[src/rtl/fifo_uart_tx.sv]
// fifo_uart_tx: pulls words from an upstream FIFO and sends them as 8N1-style UART frames.
//   clk        rising-edge clock
//   rst        asynchronous active-low reset
//   enable     allows a new frame to start (only looked at in IDLE)
//   fifo_empty upstream FIFO empty flag
//   fifo_data  upstream registered read data, valid the cycle after fifo_rd_en
//   fifo_rd_en one-cycle read strobe (the FETCH cycle)
//   tx         serial line, idle high
//   busy       high whenever the FSM is not in IDLE
//   tx_done    pulse on the last cycle of the stop bit
// Define FIFO_UART_TX_PARITY_EN to add an even-parity bit between data and stop.
module fifo_uart_tx #(
  parameter int DWIDTH = 7,
  parameter int CLKS_PER_BIT = 16
) (
  input  logic            clk,
  input  logic            rst,
  input  logic            enable,
  input  logic            fifo_empty,
  input  logic [DWIDTH:0] fifo_data,
  output logic            fifo_rd_en,
  output logic            tx,
  output logic            busy,
  output logic            tx_done
);
  localparam int CW = CLKS_PER_BIT > 1 ? $clog2(CLKS_PER_BIT) : 1;
  localparam int BW = DWIDTH > 0 ? $clog2(DWIDTH + 1) : 1;
  localparam logic [CW-1:0] LAST = CW'(CLKS_PER_BIT - 1);
  localparam logic [BW-1:0] LAST_BIT = BW'(DWIDTH);
  typedef enum logic [2:0] {
    IDLE, FETCH, LOAD, START, DATA,
`ifdef FIFO_UART_TX_PARITY_EN
    PARITY,
`endif
    STOP
  } state_t;
  state_t state, state_n;
  logic [CW-1:0] cnt, cnt_n;
  logic [BW-1:0] bit_cnt, bit_n;
  logic [DWIDTH:0] shreg;
  logic armed, bit_end, tx_n;
  assign bit_end = cnt == LAST;
  always_comb begin
    state_n = state;
    bit_n = bit_cnt;
    case (state)
      IDLE:  state_n = enable && !fifo_empty && armed ? FETCH : IDLE;
      FETCH: state_n = LOAD;
      LOAD:  state_n = START;
      START: if (bit_end) begin
        state_n = DATA;
        bit_n = '0;
      end
      DATA: if (bit_end) begin
        if (bit_cnt == LAST_BIT)
`ifdef FIFO_UART_TX_PARITY_EN
          state_n = PARITY;
`else
          state_n = STOP;
`endif
        else
          bit_n = bit_cnt + 1'b1;
      end
`ifdef FIFO_UART_TX_PARITY_EN
      PARITY: state_n = bit_end ? STOP : PARITY;
`endif
      STOP:  state_n = bit_end ? IDLE : STOP;
      default: state_n = IDLE;
    endcase
    cnt_n = !(state inside {IDLE, FETCH, LOAD}) && !bit_end ? cnt + 1'b1 : '0;
`ifdef FIFO_UART_TX_PARITY_EN
    tx_n = state_n == START ? 1'b0 : state_n == DATA ? shreg[bit_n] : state_n == PARITY ? ^shreg : 1'b1;
`else
    tx_n = state_n == START ? 1'b0 : state_n == DATA ? shreg[bit_n] : 1'b1;
`endif
  end
  // Outputs are registered from next-state values so they line up with the state they describe.
  // armed holds off the first FETCH until the second edge after reset release.
  always_ff @(posedge clk or negedge rst)
    if (!rst) begin
      state <= IDLE;
      cnt <= '0;
      bit_cnt <= '0;
      shreg <= '0;
      armed <= 1'b0;
      tx <= 1'b1;
      busy <= 1'b0;
      fifo_rd_en <= 1'b0;
      tx_done <= 1'b0;
    end else begin
      state <= state_n;
      cnt <= cnt_n;
      bit_cnt <= bit_n;
      armed <= 1'b1;
      if (state == LOAD) shreg <= fifo_data;
      tx <= tx_n;
      busy <= state_n != IDLE;
      fifo_rd_en <= state_n == FETCH;
      tx_done <= state_n == STOP && cnt_n == LAST;
    end
endmodule
[config.mk]
export PLATFORM = sky130hd
export DESIGN_NAME = fifo_uart_tx
export DESIGN_NICKNAME = d
export VERILOG_FILES = /design/src/rtl/fifo_uart_tx.sv
export SDC_FILE = /design/constraint.sdc
export NUM_CORES = 1
export LEC_CHECK = 0
export ABC_AREA = 1
export BUFFER_PORTS_ARGS = -buffer_cell sky130_fd_sc_hd__buf_2
export CORE_AREA = 2 2 66 68
export DETAILED_ROUTE_END_ITERATION = 7
export DIE_AREA = 0 0 68 70
export GPL_TIMING_DRIVEN = 1
export SLEW_MARGIN = 10
export SYNTH_ARGS = -nofsm -noshare
export SYNTH_HDL_FRONTEND = slang
export SYNTH_SLANG_ARGS = --single-unit
[constraint.sdc]
create_clock -name clk -period 4.69 [get_ports clk]
set_input_delay 0.7035 -clock clk [delete_from_list [all_inputs] [get_ports clk]]
set_output_delay 0.7035 -clock clk [all_outputs]
set_load 0.01 [all_outputs]
# Word level (Yosys, flattened, before mapping)
# Cells that the tools add are included.
# Widths: inputs -> output; s select.
# totals
register_bits	23
in_bits	12
output_inout_bits	4
elab_cells	49
# classes
addsub	2
n_lt_le_gt_ge	1
n_eq_ne	12
muxes	15
n_reduce_logical	10
# ops
cell	count
$mux 3	7
$pmux 3 s6	1
$eq 3x3->1 const B	5
$eq 3x2->1 const B	3
$eq 4x4->1 const B	2
$eq 3x1->1 const B	2
$pmux 3 s2	1
$reduce_bool 3->1	2
$add 4x1->4 const B	1
$logic_and 1x1->1	4
$lt 3x4->1 const B	1
$mux 1	4
$mux 4	1
$add 3x1->3 const B	1
$bmux 1 s3	1
$logic_not 1->1	3
$logic_not 3->1	1

# Logic depth before layout (Yosys ltp)
# logic_depth
depth_word	8
ltp_mapped	14
ltp_nobuf	14

# Worst setup path after synthesis
# No wires, ideal clock.
# synth_timing
path_type	reg2reg
from	reg bit_cnt[0]
to	reg tx
setup_ns	0.058
t_arrival_ns	1.430
required_time_ns	4.632
path_slack_ns	3.202
path_stages_with_launch	15
n_path_buf	0
period_less_slack_ns	1.488
cell_sequence	dfrtp_1 -> ha_1 -> nand2_1 -> nand2_1 -> nand2_1 -> nand2_1 -> nand3_2 -> nand2_4 -> nand2_1 -> nand3_1 -> nand2_1 -> nand2_1 -> nand3_1 -> nand2_1 -> inv_1
# synth_between
elab_chain_cells	8
word_cells_on_any_way	15
classes_between	add/sub: 1; eq/ne: 3; mux: 11
# synth_lines
item	line_no	rtl
start: declaration	39	logic [BW-1:0] bit_cnt, bit_n;
start signal: assignment	93	bit_cnt <= bit_n;
$add 3x1->3 / $eq 3x3->1 (equally long branches)	62, 55	
$mux 3	55	if (bit_cnt == LAST_BIT)
$mux 3	54	DATA: if (bit_end) begin
$pmux 3 s2 (*)	46	case (state)
net bit_n[0]	39	
$bmux 1 s3 (*)	74	tx_n = state_n == START ? 1'b0 : state_n == DATA ? shreg[bit_n] : 1'b1;
$mux 1 (implied by the code) (*)	74	
$mux 1 (*) (2 in a row)	74	
net tx_n	41	logic armed, bit_end, tx_n;
end signal: assignment	96	tx <= tx_n;
end: declaration	22	output logic tx,
# The timed path passes the listed nets; every way through them passes the cells marked *. The select of a mux whose other input is x is not followed.
# A chain may end at the register's enable or synchronous reset.

# Worst setup path in the final report
# layout_timing
from	reg state[2]
to	reg tx
# layout_between
word_cells_on_any_way	17
classes_between	eq/ne: 7; mux: 9; reduce/logical: 1
# layout_lines
item	line_no	rtl
start: declaration	37	state_t state, state_n;
start signal: assignment	91	state <= state_n;
$eq 3x3->1, or another cell as far along	46	
$pmux 3 s6 (*)	46	
net state_n[0]	37	
$eq 3x3->1	74	
$mux 1	74	
$mux 1 (*)	74	
net tx_n	41	
# Marks and branches as above.

==> flow_summary.ini <==
[run_status]
status = complete, no violations

[global_route]
grt_pass1_wl_um = 3953
overflow = 0
grt_max_degree = 24
grt_use_total_pct = 10.73
antenna_found_initial = 0
grt_pass1_vias = 861

[yosys]
synth-seq-cells = 23
ys_top_cells_by_count = nand2_1 (29), dfrtp_1 (22), inv_1 (22)
synth_top_area_cell = dfrtp_1
synth_most_common_cell = nand2_1
syn_nets = 153
async_flop_share_pct = 100.0
ys_seq_area_share_pct = 49.68
synthDistinctLibCells = 26
syn-cell-area_mm2 = 0.001161
syn_inst = 139
ys_top_cells_by_area = dfrtp_1 (47%), nand2_1 (9.4%), inv_1 (7.1%)
ys_warn_count = 0
synth_edf_count = 0
yosys_most_used_dff = dfrtp_1
syn_area_per_cell_um2 = 8.353
netlist.area_leader.share_pct = 47.41

[critical_path]
max_stage_delay_ns = 0.67
crit_chain = nor3_2 -> a21oi_1 -> nand4_1 -> inv_2 -> o21ai_2 -> nor2_1 -> nand3_1 -> nand2_1 -> inv_1
cp_max_fo = 16
cpMaxStageDelayCell = nor3_2
worstPathArrival_ns = 2.03
cp-end-kind = register
crit_type = reg -> reg
start_kind = register
required_ns = 4.91

[timing]
period_needed_ns = 1.814
post-route-period-util_pct = 38.67
fmax_ghz = 0.5513
finalSetupTns_ns = 0
fin_hold_ws_ns = 0.3969
tightestPinTransition_ns = 0.7605
hold_viol_final = 0
max_slew_margin_pct = 49.02
fin_skew_ns = 0.004926
setup_viol = 0
maxSlewViolCount = 0
rsz0062_at_grt = false

[route]
drt_iter0_drc = 24
final_antenna_net_count = 0
drt-total-wl_um = 2242
viasPerCell = 4.292
post_drt_wl_per_cell_um = 10.73
vias = 897
drcViolationCount = 0
firstDrtPassIters = 4

[power]
ir_worst_vdd_v = 0.0001151
leakagePower_nw = 0.6759
power_density_mw_per_mm2 = 257.2

[final_layout]
syn_to_final_growth_pct = 15.52
diodes = 0
drive_above_1_share_pct = 23.57
layout.cells.non_filler = 209
nFillCells = 470
utilization_pct = 32.37
nets = 172

[die]
core_mm2 = 0.004144
die_x_um = 68
rows = 24
start_util_pct = 28.02
ioPinCount = 16
dieArea_mm2 = 0.004760
die_y_um = 70

[clocking]
path_clk_slew_ns = 0.08
ctsResizeCount = 0
postCtsSetupBuffers = 0
ctsHoldBuffers = 0
cts_made_buffers = 3
clockBufferDepth = 2
ctsHtreeMaxLevel = 1
clockRootBuffer = clkbuf_8
cts_tree = done
cts_sinks = 23
clk_latency_ns = 0.27

[flow_run]
max_cap_violations = 0

[placement]
place_hpwl_um = 1717
gp_congestion = 0.7726
dp.cells = 205
port_buffers = 15

[hold_path]
hold_class = in -> async
## state kept, by name, summed over array words and instances, names as in the netlist
signal,cells
tx_done,1
cnt,4
armed,1
shreg,8
bit_cnt,3
state,3
tx,1
busy,1
fifo_rd_en,1
## metal layers
| metal | routed length, µm | track usage [%] |
|---|---|---|
| met5 | 0 | 0 |
| met4 | 51 | 4.667 |
| met3 | 66 | 1.771 |
| met2 | 1039 | 16.18 |
| met1 | 1085 | 14.96 |
## area by class of cell
| cell class | count | area [µm²] | share of cell area, % |
|---|---|---|---|
| Multi-Input combinational cell | 90 | 485.5 | 36.19 |
| Tap cell | 52 | 65.06 | 4.851 |
| Clock buffer | 4 | 45.04 | 3.358 |
| Inverter | 25 | 93.84 | 6.996 |
| Timing Repair Buffer | 15 | 75.07 | 5.597 |
| Sequential cell | 23 | 576.8 | 43.00 |
## cells by family (layout without fill, tap and decap cells)
group | Yosys count | in the layout | share of synthesized area, %
flip-flops | 23 | 23 | 49.68
AO/OA/AOI/OAI | 11 | 11 | 5.173
other | 1 | 1 | 0.3230
multiplexers | 1 | 1 | 0.9698
XOR/XNOR | 2 | 2 | 1.509
adder cells (fa/ha/maj) | 2 | 2 | 2.155
AND/OR/NAND/NOR | 73 | 73 | 31.68
buffers and inverters | 26 | 44 | 8.513
## stage by stage
stage	setup WS, ns	power [mW]	cell area, µm²
2_1_floorplan	3.202	0.2139	1161
3_3_place_gp	2.893	0.2242	1296
3_5_place_dp	2.878	0.2245	1296
4_1_cts	2.846	0.3460	1341
5_1_grt	2.599	0.3571	1341
6_report	2.876	0.3450	1341
## final timing paths
path / startpoint / endpoint / slack, ns / cells after the start
worst max-delay path: state[2]$_DFF_PN0_ / tx$_DFF_PN1_ / 2.88 / 9
worst max register to register: state[2]$_DFF_PN0_ / tx$_DFF_PN1_ / 2.88 / 9
max in group asynchronous: rst / tx$_DFF_PN1_ / 3.93 / 1
min in group clk: cnt[0]$_DFF_PN0_ / cnt[0]$_DFF_PN0_ / 0.49 / 1
worst min register to register: cnt[0]$_DFF_PN0_ / cnt[0]$_DFF_PN0_ / 0.49 / 1
worst min-delay path: rst / fifo_rd_en$_DFF_PN0_ / 0.40 / 1
## worst max-delay path: cells and delay by family (launching register included)
kind | cells | cell delay (ns)
AND/OR/NAND/NOR | 5 | 1.01
AO/OA/AOI/OAI | 2 | 0.19
buffers and inverters | 2 | 0.11
flip-flops | 1 | 0.45
## cell usage in the layout, fill, tap and decap left out, drive strengths merged
cell and count:
nand2 36, conb 1, nand3 15, dfrtp 22, or2 1, xnor2 1
dfstp 1, a21oi 1, buf 15, o22ai 1, mux2 1, nand4 4
nor3 4, clkbuf 4, nand3b 2, nor2 11, o21ai 9, ha 2
xor2 1, inv 25
## power breakdown
part | internal [mW] | switching, mW | total, mW
sequential | 0.203 | 0.00120 | 0.204
clock | 0.0607 | 0.0643 | 0.125
combinational | 0.00661 | 0.00941 | 0.0160
Note: power is estimated with default switching activity, not from simulation.
